==> config.mk <==
export PLATFORM = sky130hd
export DESIGN_NAME = blink_decoder
export DESIGN_NICKNAME = d
export VERILOG_FILES = /design/src/rtl/blink_decoder.sv
export SDC_FILE = /design/constraint.sdc
export NUM_CORES = 1
export LEC_CHECK = 0
export ABC_AREA = 0
export BUFFER_PORTS_ARGS = -buffer_cell sky130_fd_sc_hd__buf_2
export CAP_MARGIN = 5
export CELL_PAD_IN_SITES_DETAIL_PLACEMENT = 1
export CELL_PAD_IN_SITES_GLOBAL_PLACEMENT = 1
export CORE_MARGIN = 3
export CORE_UTILIZATION = 35
export CTS_BUF_LIST = sky130_fd_sc_hd__clkbuf_16
export DETAILED_ROUTE_END_ITERATION = 8
export PLACE_DENSITY = 0.61
export SYNTH_ARGS = -nofsm -noshare
export SYNTH_HDL_FRONTEND = slang
export SYNTH_SLANG_ARGS = --single-unit
==> constraint.sdc <==
create_clock -name i_clock -period 3.13 [get_ports i_clock]
set_input_delay 0.1565 -clock i_clock [delete_from_list [all_inputs] [get_ports i_clock]]
set_output_delay 0.1565 -clock i_clock [all_outputs]
set_load 0.01 [all_outputs]
==> src/rtl/blink_decoder.sv <==
// Recovers the blink speed (fast/slow) and blink presence from a sampled LED drive waveform
// by measuring rise-to-rise periods and locking after two agreeing classifications.
module blink_decoder #(
  parameter int FAST_PERIOD = 20000,
  parameter int SLOW_PERIOD = 200000,
  parameter int TOL_SHIFT   = 3,
  parameter int TIMEOUT     = 400000,
  parameter int CNT_W       = 20
) (
  input  logic             i_clock,
  input  logic             i_reset,
  input  logic             i_led_drive,
  output logic             o_active,
  output logic             o_valid,
  output logic             o_speed,
  output logic [CNT_W-1:0] o_period,
  output logic             o_error
);

  localparam int W1 = CNT_W + 1;
  localparam logic [W1-1:0] FAST_LO = W1'(FAST_PERIOD - (FAST_PERIOD >> TOL_SHIFT));
  localparam logic [W1-1:0] FAST_HI = W1'(FAST_PERIOD + (FAST_PERIOD >> TOL_SHIFT));
  localparam logic [W1-1:0] SLOW_LO = W1'(SLOW_PERIOD - (SLOW_PERIOD >> TOL_SHIFT));
  localparam logic [W1-1:0] SLOW_HI = W1'(SLOW_PERIOD + (SLOW_PERIOD >> TOL_SHIFT));
  localparam logic [CNT_W-1:0] TIMEOUT_C = CNT_W'(TIMEOUT);

  typedef enum logic [1:0] {IDLE, ARMED, CONFIRM, LOCKED} state_t;

  state_t           state_reg, state_next;
  logic [2:0]       sync_reg;
  logic [CNT_W-1:0] cnt_reg;
  logic             active_reg, active_next;
  logic             valid_reg, valid_next;
  logic             speed_reg, speed_next;
  logic             cand_reg, cand_next;
  logic             error_reg, error_next;
  logic [CNT_W-1:0] period_reg, period_next;

  logic          rise;
  logic [W1-1:0] period_ext;
  logic          is_fast, is_slow, cls_ok, timeout;

  // sync_reg[1:0] is the two-flop synchronizer, sync_reg[2] the edge-detect delay
  assign rise       = sync_reg[1] & ~sync_reg[2];
  assign period_ext = {1'b0, cnt_reg};
  assign is_fast    = (period_ext >= FAST_LO) && (period_ext <= FAST_HI);
  assign is_slow    = !is_fast && (period_ext >= SLOW_LO) && (period_ext <= SLOW_HI);
  assign cls_ok     = is_fast | is_slow;
  // A rise on the saturation cycle takes priority over the timeout
  assign timeout    = (cnt_reg == TIMEOUT_C) && (state_reg != IDLE) && !rise;

  always_ff @(posedge i_clock or posedge i_reset) begin
    if (i_reset) begin
      sync_reg   <= '0;
      cnt_reg    <= '0;
      state_reg  <= IDLE;
      active_reg <= 1'b0;
      valid_reg  <= 1'b0;
      speed_reg  <= 1'b0;
      cand_reg   <= 1'b0;
      error_reg  <= 1'b0;
      period_reg <= '0;
    end else begin
      sync_reg <= {sync_reg[1:0], i_led_drive};
      if (rise)
        cnt_reg <= CNT_W'(1);
      else if (cnt_reg != TIMEOUT_C)
        cnt_reg <= cnt_reg + CNT_W'(1);
      state_reg  <= state_next;
      active_reg <= active_next;
      valid_reg  <= valid_next;
      speed_reg  <= speed_next;
      cand_reg   <= cand_next;
      error_reg  <= error_next;
      period_reg <= period_next;
    end
  end

  always_comb begin
    state_next  = state_reg;
    active_next = active_reg;
    valid_next  = valid_reg;
    speed_next  = speed_reg;
    cand_next   = cand_reg;
    period_next = period_reg;
    error_next  = 1'b0;
    if (rise) begin
      // The first rise after IDLE is only a reference, not a period
      if (state_reg != IDLE)
        period_next = cnt_reg;
      case (state_reg)
        IDLE: begin
          state_next  = ARMED;
          active_next = 1'b1;
        end
        ARMED: begin
          if (cls_ok) begin
            cand_next  = is_fast;
            state_next = CONFIRM;
          end else begin
            error_next = 1'b1;
          end
        end
        CONFIRM: begin
          if (!cls_ok) begin
            error_next = 1'b1;
            state_next = ARMED;
          end else if (is_fast == cand_reg) begin
            state_next = LOCKED;
            valid_next = 1'b1;
            speed_next = is_fast;
          end else begin
            cand_next = is_fast;
          end
        end
        LOCKED: begin
          if (!cls_ok) begin
            error_next = 1'b1;
            valid_next = 1'b0;
            state_next = ARMED;
          end else if (is_fast != cand_reg) begin
            valid_next = 1'b0;
            cand_next  = is_fast;
            state_next = CONFIRM;
          end
        end
        default: state_next = IDLE;
      endcase
    end else if (timeout) begin
      active_next = 1'b0;
      valid_next  = 1'b0;
      state_next  = IDLE;
    end
  end

  assign o_active = active_reg;
  assign o_valid  = valid_reg;
  assign o_speed  = speed_reg;
  assign o_period = period_reg;
  assign o_error  = error_reg;

endmodule

# Word level (Yosys, flattened, before mapping)
# Index checks and enable logic that the tools add are counted.
[op_classes]
n_bitwise = 3
muxes = 28
eq_ne = 19
order_cmp = 4
add_sub_neg = 1
reduce_logical = 19
[op_table]
columns = ["op", "count"]
rows = [
  ["$mux 20", 2],
  ["$add 20x1->20 const B", 1],
  ["$eq 20x19->1 const B", 1],
  ["$ge 20x15->1 const B", 1],
  ["$ge 20x18->1 const B", 1],
  ["$le 20x15->1 const B", 1],
  ["$le 20x18->1 const B", 1],
  ["$ne 20x19->1 const B", 1],
  ["$mux 1", 16],
  ["$mux 2", 7],
  ["$ne 2x2->1 const B", 5],
  ["$ne 3x3->1 const B", 3],
  ["$ne 4x4->1 const B", 2],
  ["$pmux 2 s4", 1],
  ["$reduce_and 4->1", 2],
  ["$reduce_and 7->1", 1],
  ["$reduce_bool 2->1", 3],
  ["$logic_and 1x1->1", 5],
  ["$reduce_and 5->1", 1],
  ["$eq 2x2->1 const B", 2],
  ["$reduce_and 2->1", 2],
  ["$ne 3x1->1 const B", 1],
  ["$pmux 1 s3", 1],
  ["$reduce_bool 3->1", 1],
  ["other kinds (11)", 12],
]
[word_totals]
in_bits = 3
output_inout_bits = 24
reg_bits = 50

# Longest topological paths before layout
[logic_depth]
depth_word = 9
depth_mapped = 8
mapped_depth_nobuf = 8

# Least setup slack after synthesis
# No wires, ideal clock.
[synth_path]
path_type = "reg-to-reg"
start = "reg cnt_reg[0]"
end = "reg state_reg[0]"
setup_slack_ns = 0.971
stages_incl_launch_ff = 9
path_buffers = 0
t_arrival_ns = 2.082
setup_time_ns = 0.077
path_cell_list = "dfrtp_1 > inv_1 > ha_1 > or3b_1 > or4_4 > a311oi_4 > xnor2_1 > nand2_1 > a21oi_1"
[synth_between]
elab_chain_cells = 9
word_cells_on_any_way = 23
[synth_rtl]
columns = ["item", "line", "source"]
rows = [
  ["start, declared", "31", "logic [CNT_W-1:0] cnt_reg;"],
  ["start signal, assigned", "68", "cnt_reg <= cnt_reg + CNT_W'(1);"],
  ["$ge 20x15->1 / $le 20x15->1 (equally long branches)", "46", "assign is_fast = (period_ext >= FAST_LO) && (period_ext <= FAST_HI);"],
  ["$logic_and 1x1->1", "46", ""],
  ["$logic_not 1->1", "47", "assign is_slow = !is_fast && (period_ext >= SLOW_LO) && (period_ext <= SLOW_HI);"],
  ["$logic_and 1x1->1 (2 in series)", "47", ""],
  ["$or 1x1->1", "48", "assign cls_ok = is_fast | is_slow;"],
  ["$mux 2, on equally long branches", "117, 105", ""],
  ["$pmux 2 s4", "91", "case (state_reg)"],
  ["$mux 2", "87", "if (rise) begin"],
  ["end signal, assigned", "69", "state_reg <= state_next;"],
  ["end, declared", "29", "state_t state_reg, state_next;"],
]
# Several ways; a longest one is shown, not always the timed one.
# A chain may end at the register's enable or synchronous reset.

# Worst setup path after layout
# Same ends and word-level chain as after synthesis.

==> flow_summary_export.csv <==
group,metric,value,unit
critical_path,critPathMaxFanout,6,
clock_tree,clk_latency,0.28,ns
floorplanning,design.portCount,27,
clock_tree,clock_sinks,50,
yosys,synthArstFlopShare,1.00,
yosys,synth_fp_nets,244,
timing,fin_skew,0.00693,ns
critical_path,start_kind,"register",
power_and_ir_drop,p_per_area,508,nW/um2
yosys,yosys_most_used_dff,"dfrtp_1",
yosys,synthCells,239,
yosys,avgSynthCellArea,10.4,um2
job,drv_cap,0,
critical_path,crit_required,3.33,ns
final_layout,mostFrequentLayoutCell,"dfrtp_1",
critical_path,worstSetupStartpoint,"cnt_reg[0]",
clock_tree,path_clk_slew,0.07,ns
power_and_ir_drop,p_leak,1.33,nW
floorplanning,rows,30,
detailed_routing,drc,0,
final_layout,antenna_cells,0,
yosys,synth_edf_count,0,
floorplanning,dieHeight,90.5,um
power_and_ir_drop,ir_drop,0.290,mV
yosys,ys_types,48,
critical_path,arrival,2.57,ns
timing,setup_viol,0,
timing,rsz0062_at_grt,"no",
timing,worst_slew_pin_slew,0.726,ns
critical_path,r2r_slack,0.76,ns
final_layout,final_area,2840,um2
global_routing,track_usage,0.154,
detailed_routing,via_per_inst,5.21,
timing,finalSetupTns,0,ns
place,io_buffers,26,
detailed_routing,drt_iter0_drc,100,
yosys,ys_seq_area_frac,0.501,
final_layout,drive_gt1_frac,0.240,
clock_tree,htree_levels,2,
timing,maxSlewViolCount,0,
clock_tree,cts_tree,"done",
place,post-dp-hpwl,4100,um
yosys,ys_ff_latch,50,
final_layout,final_cell_mix,"dfrtp_1, nor2_1, buf_2",
floorplanning,initial_core_util,0.364,
timing,fin_crit_sh,0.757,
critical_path,critPathKind,"reg2reg",
timing,holdWs,-0.00870,ns
timing,slew-limit-headroom,0.515,
place,gp_congestion,0.714,
floorplanning,placeableCoreArea,6870,um2
yosys,synth_area,2500,um2
worst_hold_path,hold_path_class,"in2async",
timing,max_freq,422,MHz
status,status,"complete, but fails checks",
detailed_routing,vias,1844,
clock_tree,cts-root-buf,"clkbuf_16",
global_routing,gr-total-overflow,0,
final_layout,fillCellCount,785,
critical_path,r2r_start,"cnt_reg[0]",
detailed_routing,antenna_left,0,
clock_tree,ctsLongestPathBuffers,2,
yosys,yosysWarnings,0,
global_routing,grt_pass1_vias,1862,
detailed_routing,routedWlPerCell,17.0,um
clock_tree,postCtsSetupRepairBufs,0,
global_routing,grt_antenna_before_repair,0,
clock_tree,post_cts_resized,0,
detailed_routing,wl,6020,um
floorplanning,fp.dieW,90.5,um
final_layout,syn_to_final_growth,13.6,%
status,violations,"hold timing",
detailed_routing,first_pass_iters,4,
place,dpl_cell_area,2690,um2
clock_tree,cts_made_buffers,5,
global_routing,grt_pass1_wl,10200,um
final_layout,final_net_count,262,
floorplanning,die_area,8180,um2
critical_path,critical_path.endpoint_type,"register",
timing,hold_viol,13,
timing,min_period,2.37,ns
global_routing,grt_max_degree,34,
==> cells by family after synthesis <==
group	synth area share
fa+ha+maj	0.0100
xor+xnor	0.0631
mux	0.0902
compound gates	0.104
buf+inv	0.0376
flops	0.501
simple gates	0.194
==> through the flow <==
stage | power (mW) | setup slack, ns | instances | util
2_1_floorplan | 0.870 | 0.971 | 239 | -
3_3_place_gp | 0.932 | 0.845 | 345 | 0.392
4_1_cts | 1.46 | 0.753 | 354 | 0.413
6_report | 1.44 | 0.760 | 354 | 0.413
5_1_grt | 1.51 | 0.621 | 354 | 0.413
3_5_place_dp | 0.936 | 0.784 | 345 | 0.392
==> where the power goes <==
group,switching [mW],internal [mW]
sequential,0.0678,0.694
clock,0.227,0.290
combinational,0.0863,0.0754
==> Yosys cell counts, drive strengths merged (3+ instances only) <==
library cell | n | area share
xor2 | 14 | 0.049
nand4 | 3 | 0.0075
and3 | 6 | 0.015
or3 | 3 | 0.0075
mux2 | 20 | 0.090
nand2 | 19 | 0.029
a21oi | 10 | 0.020
dfrtp | 50 | 0.50
xnor2 | 4 | 0.014
o31ai | 4 | 0.012
nor4b | 3 | 0.011
and2 | 3 | 0.0075
nor3 | 3 | 0.0060
clkbuf | 14 | 0.021
nor2 | 28 | 0.042
buf | 5 | 0.012
o21ai | 3 | 0.0060
inv | 3 | 0.0045
nand3 | 11 | 0.022
o21a | 3 | 0.0090
==> what timing repair did <==
| action | in CTS | in global routing |
|---|---|---|
| hold buffers | 1 | 0 |
| endpoints found under the hold margin | 1 | 0 |
| endpoints found under the setup margin | 0 | 0 |
==> critical path, cell delays in order, from the launching register on <==
cell and delay [ns]:
dfrtp_1 0.46, inv_1 0.09, ha_1 0.15, or3b_1 0.34, or4_4 0.43, a311oi_4 0.45, xnor2_1 0.18, nand2_1 0.07
a21oi_1 0.13
==> worst paths after layout <==
check | endpoint | depth (start not counted)
max | state_reg[0] | 8
min | o_period[4] | 2
max reg2reg | state_reg[0] | 8
min reg2reg | sync_reg[1] | 0
max in group asynchronous | cand_reg | 3
min in group i_clock | sync_reg[1] | 0
==> layer usage <==
metal	track usage	part of all wire	routed length [um]	up-vias
li1	-	-	-	875
met1	0.218	0.49	2930	938
met2	0.251	0.48	2900	26
met3	0.0258	0.028	166	5
met4	0.0230	0.0051	31	0
met5	0	0	0	-
==> layout make-up <==
type                            instances  area (um2)  share of cell area
Sequential cell                        50        1250               0.441
Timing Repair Buffer                   30         163              0.0573
Multi-Input combinational cell        167        1150               0.407
Tap cell                               96         120              0.0423
Clock inverter                          3        12.5             0.00441
Inverter                                3        11.3             0.00397
Clock buffer                            5         125              0.0441
(Power assumes the default switching activity.)
